`src/rtl/resource_arbiter.sv`:
```
// -----------------------------------------------------------------------------
// resource_arbiter
//   Shares one downstream resource between N requesters. Grants are registered
//   and sticky: the owner keeps the resource until it drops its request or its
//   hold budget (MAX_HOLD cycles) runs out while somebody else is waiting.
//
//   Winner selection:
//     default              : highest asserted index wins.
//     ARB_ROUND_ROBIN_EN   : (compile-time macro) rotating priority, the search
//                            starts one past the last winner and wraps.
//
//   Handshake: req[i] is a level. It is held high for as long as requester i
//   wants or uses the resource; gnt[i] high means requester i owns it. A grant
//   changes only on a rising clk edge, and there is no combinational path from
//   req to any output.
//
// Ports
//   clk        in   1          rising-edge clock
//   rst_n      in   1          asynchronous active-low reset
//   req        in   N          request vector
//   gnt        out  N          one-hot grant, zero when idle
//   gnt_id     out  IDW        index of the owner, zero when idle
//   gnt_valid  out  1          OR of gnt
//   hold_cnt   out  HCW        cycles elapsed in the current ownership
// -----------------------------------------------------------------------------
module resource_arbiter #(
  parameter  int N        = 4,
  parameter  int MAX_HOLD = 8,
  localparam int IDW      = (N > 1) ? $clog2(N) : 1,
  localparam int HCW      = (MAX_HOLD > 0) ? $clog2(MAX_HOLD + 1) : 1
) (
  input  logic           clk,
  input  logic           rst_n,
  input  logic [N-1:0]   req,
  output logic [N-1:0]   gnt,
  output logic [IDW-1:0] gnt_id,
  output logic           gnt_valid,
  output logic [HCW-1:0] hold_cnt
);

  typedef enum logic {IDLE, OWNED} state_t;
  state_t state;

`ifdef ARB_ROUND_ROBIN_EN
  logic [IDW-1:0] last_id;
`endif

  // Candidates for a new grant: everyone when idle, everyone except the
  // current owner otherwise (the owner is never re-granted by arbitration;
  // retaining on expiry is handled separately).
  logic [N-1:0]   cand;
  logic           win_found;
  logic [IDW-1:0] win_id;

  always_comb begin
    cand      = (state == IDLE) ? req : (req & ~gnt);
    win_found = |cand;
    win_id    = '0;
`ifdef ARB_ROUND_ROBIN_EN
    // Walk offsets from farthest to nearest so the nearest asserted index
    // after last_id is the final (winning) assignment.
    for (int o = N; o >= 1; o--) begin
      if (cand[(int'(last_id) + o) % N]) win_id = IDW'((int'(last_id) + o) % N);
    end
`else
    // Ascending scan: the highest asserted index is assigned last and wins.
    for (int i = 0; i < N; i++) begin
      if (cand[i]) win_id = IDW'(i);
    end
`endif
  end

  logic owner_req;
  logic expired;
  logic arb_now;

  always_comb begin
    owner_req = req[gnt_id];
    expired   = (MAX_HOLD != 0) && (hold_cnt == HCW'(MAX_HOLD));
    arb_now   = (state == IDLE) || !owner_req || expired;
  end

  always_ff @(posedge clk or negedge rst_n) begin
    if (!rst_n) begin
      state     <= IDLE;
      gnt       <= '0;
      gnt_id    <= '0;
      gnt_valid <= 1'b0;
      hold_cnt  <= '0;
`ifdef ARB_ROUND_ROBIN_EN
      last_id   <= IDW'(N - 1);
`endif
    end else if (arb_now && win_found) begin
      // New grant from idle, on release, or as a handover on expiry.
      state       <= OWNED;
      gnt         <= '0;
      gnt[win_id] <= 1'b1;
      gnt_id      <= win_id;
      gnt_valid   <= 1'b1;
      hold_cnt    <= HCW'(1);
`ifdef ARB_ROUND_ROBIN_EN
      last_id     <= win_id;
`endif
    end else if (state == OWNED) begin
      if (!owner_req) begin
        // Released with nobody else waiting.
        state     <= IDLE;
        gnt       <= '0;
        gnt_id    <= '0;
        gnt_valid <= 1'b0;
        hold_cnt  <= '0;
      end else if (expired) begin
        // Budget ran out but nobody else wants it: owner keeps it, new window.
        hold_cnt <= HCW'(1);
      end else if (MAX_HOLD != 0) begin
        hold_cnt <= hold_cnt + HCW'(1);
      end else begin
        hold_cnt <= HCW'(1);
      end
    end
  end

endmodule

```
`config.mk`:
```
export PLATFORM = sky130hd
export DESIGN_NAME = resource_arbiter
export DESIGN_NICKNAME = d
export VERILOG_FILES = /design/src/rtl/resource_arbiter.sv
export SDC_FILE = /design/constraint.sdc
export NUM_CORES = 1
export LEC_CHECK = 0
export ABC_AREA = 1
export BUFFER_PORTS_ARGS = -buffer_cell sky130_fd_sc_hd__buf_4
export CAP_MARGIN = 25
export CORE_MARGIN = 2
export CORE_UTILIZATION = 40
export DETAILED_ROUTE_END_ITERATION = 16
export PLACE_DENSITY = 0.71
export SETUP_SLACK_MARGIN = 0.15
export SKIP_LAST_GASP = 1
export SYNTH_ARGS = -nofsm -noshare
export SYNTH_HDL_FRONTEND = slang
export SYNTH_SLANG_ARGS = --single-unit
```
`constraint.sdc`:
```
create_clock -name clk -period 1.5 [get_ports clk]
set_clock_uncertainty 0.2 [all_clocks]
set_input_delay 0.225 -clock clk [delete_from_list [all_inputs] [get_ports clk]]
set_output_delay 0.225 -clock clk [all_outputs]
set_load 0.02 [all_outputs]
```
==> run metrics <==
worst slew pin tran=0.194 ns; Worst setup EP type=register; #FFs+latches synth=12; fin crit share=100%; xor/xnor share of the synthesized area=0%; post-synthesis cell type count=18; cells after synthesis=95; Max-cap violations=0; Post-Route Utilization=66.5%; syn_nets=103; combinational family with the most area after synthesis=simple AND/OR/NAND/NOR gates; first-pass GRT wire length=about 3 mm; mux share of post-synthesis cell area=0%; violated checks=negative setup slack; vias=765; CP Depth=7; Arrival @ worst endpoint=1.52 ns; Vias/cell=4.97; most frequent cell after synthesis=nand2_1; die area=2200 um2; Static Leakage=0.000610 uW; Worst-path clk slew=0.09 ns; relative slew slack=87.0%; Hold Vio Cnt, Final=0; clk sinks=12; Top FF cell, synth=dfrtp_1; reg2reg path depth=7; GPL Wtd Cong=0.873; CP Max Fanout=8; RSZ-0062 raised after global routing=yes; Pre-Repair DR Iteration Count=4; fmax=approximately 660 MHz; Final setup viols=1; kind of critical path=reg2reg; row cnt=15; share of cells above drive strength 1=54.3%; Ys Warns=0; Post-Synth Adder-Cell Area=3.40%; Area growth syn-to-layout=55.9%; final setup margin=-0.00381 ns; dpl hpwl=1.26 mm; CTS root buffer=clkbuf_4; H-tree depth=1; Ports=17; Multi-input gate area=470 um2; PnR Total Power=2310 uW; fill count=~150; worst-path cell chain=inv_2 -> ha_4 -> nand2_4 -> nand4_4 -> nand2_4 -> nand3_2 -> nand2_2; delay-heaviest family, CP=simple AND/OR/NAND/NOR gates; Die Span Y=46.9 um; Register Area=307 um2; most frequent cell on the critical path=nand2_4; DRC=0; core area=1730 um2; # diodes=0; IO Port Bufs=16; power density over the cells=between 2000 and 2500 nW/um2; Slew Limit Fails=0; nets@finish=138; setup TNS=-0.00381 ns; R2R Path End=gnt[1]; final wirelength=2.01 mm; Longest Clk Path Bufs=2; Post-synth EDFFs=0; routed length per instance=13.1 um; initial detailed-routing violation count=19; CTS tree=built; Crit path required time=1.52 ns; crit path time final=between 1.5 and 2 ns; Synth area leaders=dfrtp_1 (41%), nand2_1 (15%), nand3_1 (12%), nand2_4 (6.1%), inv_1 (4.6%); Max stage delay cell, worst path=dfrtp_2; Total GRT Usage=between 20% and 30%; Avg Inst Size Synth=7.76 um2; Synth Cell Area=737 um2; largest net degree at the start of global routing=13; Post-synth ARST share=100%; top cell type's share of synthesized area=about 41%; internal reg-to-reg setup slack=-0.004 ns; Largest stage delay, worst path=about 0.40 ns; worst skew pair latency=slightly below 0.3 ns; Synth top cells by count=nand2_1 (30), nand3_1 (17), dfrtp_1 (12), inv_1 (9); initial antenna violation count=0; Max VDD drop=1200 uV; cell taking the most area after synthesis=dfrtp_1; CTS buffer count=3; CP startpoint kind=register; status=finished, violations left; post-synthesis simple-gate area fraction=40.7%; initial core utilization=42.7%; chip width=46.9 um; worst min path class=in2async; vias in the first global route=685; Final ANT Viol Nets=0; worst r2r src=hold_cnt[0]; CP bufs+invs=1; GRT overflow=0; Synth Area in Compound Gates=5.43%; post-synthesis sequential area ratio=40.7%
[cells in the final DEF (no fill, tap or decap)]
cell type | synthesis | layout
o21ai_2 | 0 | 1
nand3_1 | 17 | 13
dlygate4sd3_1 | 0 | 1
o211ai_1 | 1 | 1
buf_4 | 0 | 22
nand3_4 | 0 | 2
inv_2 | 4 | 6
a21oi_1 | 2 | 1
clkbuf_1 | 0 | 1
nand2_4 | 4 | 6
inv_1 | 9 | 7
a21boi_2 | 1 | 1
nand2_2 | 1 | 8
clkbuf_4 | 0 | 3
nor2_4 | 1 | 1
nand4_1 | 2 | 2
a21oi_2 | 0 | 1
nand2_1 | 30 | 22
ha_4 | 0 | 1
dfrtp_1 | 12 | 7
o22ai_1 | 1 | 1
nor2_1 | 4 | 3
buf_6 | 2 | 8
nand3_2 | 0 | 2
nand4_4 | 0 | 1
dfrtp_2 | 0 | 5
ha_2 | 0 | 1
nor2_2 | 0 | 1
[state kept, by name, indices dropped and copies added, names as in the netlist]
signal	count
gnt	4
state	1
hold_cnt	4
gnt_valid	1
gnt_id	2
[layer usage]
layer / vias to the layer above / part of all wire, % / global-route usage, %
li1: 375 / - / -
met2: 15 / 48 / 31.2
met3: 5 / 3.2 / 3.46
met4: 0 / 1.9 / 11.7
met1: 370 / 46 / 26.4
met5: - / 0 / 0
[cells by family (layout without fill, tap and decap cells)]
group	count (synthesis)	after routing
compound gates	6	6
fa+ha+maj	2	2
buf+inv	15	48
flops	12	12
simple gates	60	61
[cell type report]
class                           instances  area share, %
Clock buffer                            4           2.29
Inverter                               13           4.25
Sequential cell                        12           26.7
Multi-Input combinational cell         69           41.0
Timing Repair Buffer                   31           23.1
Tap cell                               25           2.72
[worst register-to-register path, stage by stage, from the launching register on]
cell,delay [ns]
dfrtp_2,0.40
inv_2,0.06
ha_4,0.17
nand2_4,0.07
nand4_4,0.19
nand2_4,0.16
nand3_2,0.09
nand2_2,0.09
[where the power goes]
| part | switching, uW | total, uW | leakage (uW) | internal [uW] |
|---|---|---|---|---|
| Clock | 125 | 228 | 0.0000150 | 103 |
| Combinational | 875 | 1500 | 0.000453 | 624 |
| Sequential | 130 | 583 | 0.000142 | 453 |
| Total | 1130 | 2310 | 0.000610 | 1180 |
[stage by stage]
| stage | hold slack (ns) | std cells | setup slack, ns | area, um2 |
|---|---|---|---|---|
| global placement | -0.128 | 137 | 0.0581 | 936 |
| CTS | 0.106 | 151 | 0.0650 | 1080 |
| detailed placement | -0.126 | 137 | 0.0243 | 936 |
| floorplan | -0.271 | 95 | -0.000532 | 785 |
| global route | 0.119 | 154 | -0.0354 | 1150 |
| finish | 0.111 | 154 | -0.00381 | 1150 |
[how the worst max path moves through the flow]
| stage | slack [ns] | endpoint | start |
|---|---|---|---|
| finish | -0.004 | gnt[1] | hold_cnt[0] |
| global route | -0.04 | gnt[1] | gnt_id[0] |
| CTS | 0.06 | gnt[1] | hold_cnt[1] |
| detailed placement | 0.02 | hold_cnt[0] | hold_cnt[0] |
| global placement | 0.06 | hold_cnt[0] | hold_cnt[0] |
| floorplan | -0.0005 | hold_cnt[0] | hold_cnt[0] |
[what timing repair did]
item                                   4_1_cts  5_1_grt
pin swaps                                    7        6
gates cloned                                 1        0
setup buffers                                8        3
hold buffers                                 1        0
setup endpoints to repair                   13       16
endpoints found under the hold margin       12        0
resized for setup                           12       11
Note: power is estimated with default switching activity, not from simulation.
